[config.mk]
export PLATFORM = sky130hd
export DESIGN_NAME = sprite_motion_controller
export DESIGN_NICKNAME = d
export VERILOG_FILES = /design/src/rtl/sprite_motion_controller.sv
export SDC_FILE = /design/constraint.sdc
export NUM_CORES = 1
export LEC_CHECK = 0
export CAP_MARGIN = 5
export CORE_ASPECT_RATIO = 1.2
export CORE_MARGIN = 3
export CORE_UTILIZATION = 40
export CTS_CLUSTER_SIZE = 28
export DETAILED_ROUTE_END_ITERATION = 6
export SYNTH_ARGS = -nofsm -noshare
export SYNTH_HDL_FRONTEND = slang
export SYNTH_SLANG_ARGS = --single-unit
[constraint.sdc]
create_clock -name clk -period 16.4 [get_ports clk]
set_clock_uncertainty 0.05 [all_clocks]
set_input_delay 3.28 -clock clk [delete_from_list [all_inputs] [get_ports clk]]
set_output_delay 3.28 -clock clk [all_outputs]
set_load 0.1 [all_outputs]
[src/rtl/sprite_motion_controller.sv]
`default_nettype none
// ============================================================================
// Module      : sprite_motion_controller
// Description : Once per frame, walks every sprite's word 0 ({ypos,xpos}) in
//               the shared sprite RAM, applies the per-sprite signed velocity
//               with edge bounce, and writes word 0 back. Yields the RAM while
//               the renderer asserts ram_busy.
//               Optional macro SPRITE_MOTION_GRAVITY_EN adds a +1 per frame
//               downward acceleration to dy.
// Revision    : 1.0 - initial release
// ============================================================================
module sprite_motion_controller #(
    parameter int NB         = 5,
    parameter int START_LINE = 256,
    parameter int XMAX       = 240,
    parameter int YMAX       = 240
) (
    input  logic          clk,
    input  logic          reset,
    input  logic [8:0]    hpos,
    input  logic [8:0]    vpos,
    input  logic          enable,
    input  logic          ram_busy,
    output logic [NB:0]   ram_addr,
    output logic [15:0]   ram_din,
    input  logic [15:0]   ram_data,
    output logic          ram_we,
    input  logic          vel_we,
    input  logic [NB-1:0] vel_index,
    input  logic [3:0]    vel_dx,
    input  logic [3:0]    vel_dy,
    output logic          active,
    output logic          frame_done
);

    localparam int         c_num_sprites = 1 << NB;
    localparam logic [8:0] c_start_line  = 9'(START_LINE);
    localparam logic [9:0] c_xmax        = 10'(XMAX);
    localparam logic [9:0] c_ymax        = 10'(YMAX);

    typedef enum logic [2:0] {
        S_IDLE = 3'd0,
        S_RD   = 3'd1,
        S_WAIT = 3'd2,
        S_CAP  = 3'd3,
        S_CALC = 3'd4,
        S_WR   = 3'd5,
        S_NEXT = 3'd6
    } state_t;

    state_t          r_state;
    state_t          w_next;
    logic [NB-1:0]   r_idx;
    logic [7:0]      r_x, r_y, r_nx, r_ny;
    logic [3:0]      r_ndx, r_ndy;
    logic            r_frame_done;
    logic [3:0]      r_vdx [c_num_sprites];
    logic [3:0]      r_vdy [c_num_sprites];

    logic            w_launch;
    logic            w_last;
    logic [3:0]      w_dx, w_dy_eff;
    logic [11:0]     w_xmove, w_ymove;

    // -8 has no positive counterpart in 4 bits, so it is stored as -7
    function automatic logic [3:0] clip_vel(input logic [3:0] v);
        return (v == 4'b1000) ? 4'b1001 : v;
    endfunction

    // One axis step: returns {new position, new velocity} with clamp and bounce
    function automatic logic [11:0] move_axis(input logic [7:0] pos,
                                              input logic [3:0] vel,
                                              input logic [9:0] lim);
        logic [9:0] s;
        s = {2'b00, pos} + {{6{vel[3]}}, vel};
        if (s[9])
            move_axis = {8'd0, ~vel + 4'd1};
        else if (s > lim)
            move_axis = {lim[7:0], ~vel + 4'd1};
        else
            move_axis = {s[7:0], vel};
    endfunction

    assign w_launch = enable && (vpos == c_start_line) && (hpos == 9'd0);
    assign w_last   = &r_idx;
    assign w_dx     = r_vdx[r_idx];

`ifdef SPRITE_MOTION_GRAVITY_EN
    assign w_dy_eff = (r_vdy[r_idx] == 4'd7) ? 4'd7 : r_vdy[r_idx] + 4'd1;
`else
    assign w_dy_eff = r_vdy[r_idx];
`endif

    assign w_xmove = move_axis(r_x, w_dx, c_xmax);
    assign w_ymove = move_axis(r_y, w_dy_eff, c_ymax);

    // State register
    always_ff @(posedge clk or posedge reset) begin
        if (reset)
            r_state <= S_IDLE;
        else
            r_state <= w_next;
    end

    // Next-state and RAM-side outputs
    always_comb begin
        w_next   = r_state;
        ram_addr = {r_idx, 1'b0};
        ram_din  = {r_ny, r_nx};
        ram_we   = 1'b0;
        active   = (r_state != S_IDLE);
        case (r_state)
            S_IDLE: if (w_launch) w_next = S_RD;
            S_RD:   w_next = S_WAIT;
            S_WAIT: w_next = S_CAP;
            S_CAP:  w_next = S_CALC;
            S_CALC: w_next = S_WR;
            S_WR: begin
                w_next = S_NEXT;
                ram_we = !ram_busy;
            end
            S_NEXT: w_next = w_last ? S_IDLE : S_RD;
            default: w_next = S_IDLE;
        endcase
        // While stalled the sprite is parked at RD so it resumes with a fresh
        // read; NEXT is past the write and simply waits.
        if (ram_busy && (r_state != S_IDLE))
            w_next = (r_state == S_NEXT) ? S_NEXT : S_RD;
    end

    // Sprite index, captured position, computed move and completion pulse
    always_ff @(posedge clk or posedge reset) begin
        if (reset) begin
            r_idx        <= '0;
            r_x          <= 8'd0;
            r_y          <= 8'd0;
            r_nx         <= 8'd0;
            r_ny         <= 8'd0;
            r_ndx        <= 4'd0;
            r_ndy        <= 4'd0;
            r_frame_done <= 1'b0;
        end else begin
            r_frame_done <= (r_state == S_NEXT) && !ram_busy && w_last;
            if ((r_state == S_IDLE) && w_launch)
                r_idx <= '0;
            if ((r_state == S_NEXT) && !ram_busy)
                r_idx <= r_idx + 1'b1;
            if ((r_state == S_CAP) && !ram_busy) begin
                r_x <= ram_data[7:0];
                r_y <= ram_data[15:8];
            end
            if ((r_state == S_CALC) && !ram_busy) begin
                r_nx  <= w_xmove[11:4];
                r_ndx <= w_xmove[3:0];
                r_ny  <= w_ymove[11:4];
                r_ndy <= w_ymove[3:0];
            end
        end
    end

    assign frame_done = r_frame_done;

    // Velocity table: WR commits the bounced velocity, an external write wins
    always_ff @(posedge clk or posedge reset) begin
        if (reset) begin
            for (int i = 0; i < c_num_sprites; i++) begin
                r_vdx[i] <= 4'd0;
                r_vdy[i] <= 4'd0;
            end
        end else begin
            if ((r_state == S_WR) && !ram_busy) begin
                r_vdx[r_idx] <= r_ndx;
                r_vdy[r_idx] <= r_ndy;
            end
            if (vel_we) begin
                r_vdx[vel_index] <= clip_vel(vel_dx);
                r_vdy[vel_index] <= clip_vel(vel_dy);
            end
        end
    end

endmodule
`default_nettype wire

==> summary.txt <==
Routing
  • TritonRoute pass-1 iters: 7
  • DR WL/cell: 22.0 um
  • ANT nets after route: 0
  • Met3 WL: 3110 um
  • Starting DRT DRC Count: 1,041
  • Vias: 13.6k
  • DRC: 0
  • Metal2 WL: 24,800 um
  • Via density: 5.77
  • Top layer in use: met4
  • DRT met1 WL: 22,600 um
  • Total wire length: 51,800 um

Synth
  • Post-synthesis instance total: 1,778
  • Synth top cells by count: mux2i_1, dfrtp_1, nand2_1, nor2_1, o21ai_0
  • Post-synth top area cell: dfrtp_1
  • Synthesized flop and latch total: 305
  • Post-synthesis async set-or-reset flop share: 100%
  • Top cell type's share of synthesized area: 44.0%
  • Ys flop type: dfrtp_1
  • Number of library cell types mapped by synthesis: 70
  • Net count after synthesis: 1,857
  • Post-synth EDFFs: 0
  • Synthesized area: 0.0174 sq mm
  • Synth warnings: 0
  • Sequential element share of the synthesized area: 44.0%
  • Syn avg cell area: 9.77 sq um
  • Top-count cell post-synth: mux2i_1
  • Synth area leaders: dfrtp_1, mux2i_1, nand2_1, o21ai_0, a21oi_1

Worst setup path
  • Startpoint types: input port
  • Worst setup path class: input port to output pin
  • Crit path arrival time: 5690 ps
  • CP Capture Type: output pin
  • Critical Path RT: 13,070 ps
  • Reg-to-reg slack, setup: 10,060 ps
  • Worst-path maximum fanout: 6

Place
  • Port Buf Inserts: 75
  • Post-DP HPWL: 33,700 um
  • RD Place Congestion: 0.861
  • Placement Cell Area: 0.0184 sq mm

Power
  • Sw Ratio: 41.3%
  • Clk pwr share: 23.1%
  • Psw: 1380 uW
  • Reg power frac: 34.5%
  • PD cells: 170 mW/mm^2
  • Part of the power in combinational logic: 42.4%
  • Leak: 0.00946 uW
  • Worst vdd ir: 0.129 mV
  • Internal: 1950 uW

Clock tree
  • CTS tree: built
  • Skew-Pair Late Insertion Delay: 520 ps
  • CTS sink count: 305
  • Num CTS Buffers: 36
  • H-tree depth: 2
  • CTS Hold Bufs: 0
  • Clk buf depth: 3
  • Clock slew at reported path FFs: 50 ps
  • PostCTS Resize Cnt: 0
  • Root Buffer: clkbuf_16
  • # Post-CTS Setup Buffers: 0

STA
  • Fin. Hold Viols: 0
  • Final setup viols: 0
  • Setup TNS: 0 ps
  • Period Utilization, post-route: 55.0%
  • Slew Limit Headroom: 20.3%
  • RSZ-0062 raised after global routing: no
  • F_max: 0.111 GHz
  • Slew Viols, Final: 0
  • Post-layout min period: 9020 ps
  • Slew @ Worst Pin: 1180 ps

Min path
  • Tightest Hold Check Type: flop to flop

Global routing
  • First-pass GRT wire length: 81,100 um
  • GRT Residual Overflow: 0
  • Tot GR Track Use: 22.5%
  • Initial antenna violation count: 0
  • Vias in the first global route: 13.6k
  • Largest net degree at the start of global routing: 183

Floorplan
  • Die Wd: 196 um
  • Die area: 0.0460 sq mm
  • Initial Utilization: 40.5%
  • Core area: 0.0429 sq mm
  • Site Rows: 83
  • Die Y: 234 um
  • IO Pins: 77

Final layout
  • Inserted Diodes: 0
  • Register Area: 0.00764 sq mm
  • Share of cells above drive strength 1: 7.23%
  • Finished Cell Area: 0.0195 sq mm
  • Filler cells: 4,077
  • Area Overhead vs Synth: 12.4%
  • Multi-input gate area: 0.00905 sq mm
  • Fin nets: 1,854

Status
  • Status: finished clean

Job
  • Max cap viols: 0
[critical path: stages]
cell and delay, ps:
clkdlybuf4s50_1 490, inv_1 170, nand2_1 130, nor3_1 380
clkdlybuf4s50_1 1230
[per-stage QoR]
stage / hold WS, ps / worst slack (ps) / power [uW] / utilization [%] / instances
2_1_floorplan: 437 / 4640 / 2170 / - / 1778
4_1_cts: 439 / 7340 / 3340 / 45.5 / 2350
3_5_place_dp: 422 / 7350 / 2560 / 42.9 / 2289
6_report: 443 / 7380 / 3330 / 45.5 / 2350
5_1_grt: 464 / 7170 / 3520 / 45.5 / 2350
3_3_place_gp: 417 / 7370 / 2530 / 42.9 / 2289
[registers in the layout (all words and copies together), names as in the netlist]
signal,flops
r_vdy,128
r_ndy,4
r_ndx,4
r_y,8
r_nx,8
r_state,3
r_idx,5
r_x,8
r_ny,8
frame_done,1
r_vdx,128
[placed cells by master (no fill, tap or decap), drive strengths merged, types with 7 or more instances in the layout]
cell type / netlist / layout
a21oi: 137 / 137
a22o: 7 / 7
a22oi: 8 / 8
and2: 7 / 7
and3: 8 / 8
buf: 52 / 22
clkbuf: 86 / 54
clkdlybuf4s50: 0 / 75
dfrtp: 305 / 305
ha: 25 / 25
inv: 19 / 19
mux2: 15 / 15
mux2i: 355 / 355
mux4: 16 / 16
nand2: 227 / 227
nand3: 11 / 11
nor2: 157 / 157
nor3: 15 / 15
nor4: 15 / 15
o21ai: 151 / 151
o22ai: 48 / 48
or3: 8 / 8
xnor2: 10 / 10
[logic make-up (layout without fill, tap and decap cells)]
kind of cell | Yosys count | after routing | synth area share [%]
AOI/OAI and AO/OA | 392 | 392 | 12.9
muxes | 386 | 386 | 23.5
xor gates and xnor gates | 16 | 16 | 0.807
DFF | 305 | 305 | 44.0
buffers and inverters | 158 | 178 | 4.02
and+or+nand+nor | 493 | 493 | 12.7
other | 1 | 1 | 0.0216
adders and majority gates | 27 | 27 | 2.03
[power by group through the flow]
stage                     combinational (uW)  clock (uW)  sequential (uW)
after global routing                    1530         813             1180
final                                   1410         769             1150
after CTS                               1410         785             1150
after detailed placement                1400           0             1160
after floorplan                          994           0             1180
after global placement                  1380           0             1150
[area by class of cell]
| class | count | area share, % |
|---|---|---|
| Clock buffer | 54 | 5.53 |
| Clock inverter | 7 | 0.218 |
| Inverter | 20 | 0.487 |
| Multi-Input combinational cell | 1315 | 46.3 |
| Sequential cell | 305 | 39.1 |
| Tap cell | 552 | 3.54 |
| Timing Repair Buffer | 97 | 4.75 |
[final timing paths]
check / startpoint / endpoint / cells after the start
max: ram_busy / ram_we / 5
min: r_ndx[3] / r_ndx[3] / 2
max reg2reg: r_idx[1] / r_ndx[3] / 14
min reg2reg: r_ndx[3] / r_ndx[3] / 2
max in group asynchronous: reset / r_ndy[2] / 3
min in group asynchronous: reset / r_vdy[53] / 2
[routing by layer]
layer  track usage, %  up-vias
met4             5.66        0
li1                 -     6319
met1             30.8     6710
met2             38.0      469
met5                0        -
met3             3.12       71
(Power assumes the default switching activity.)
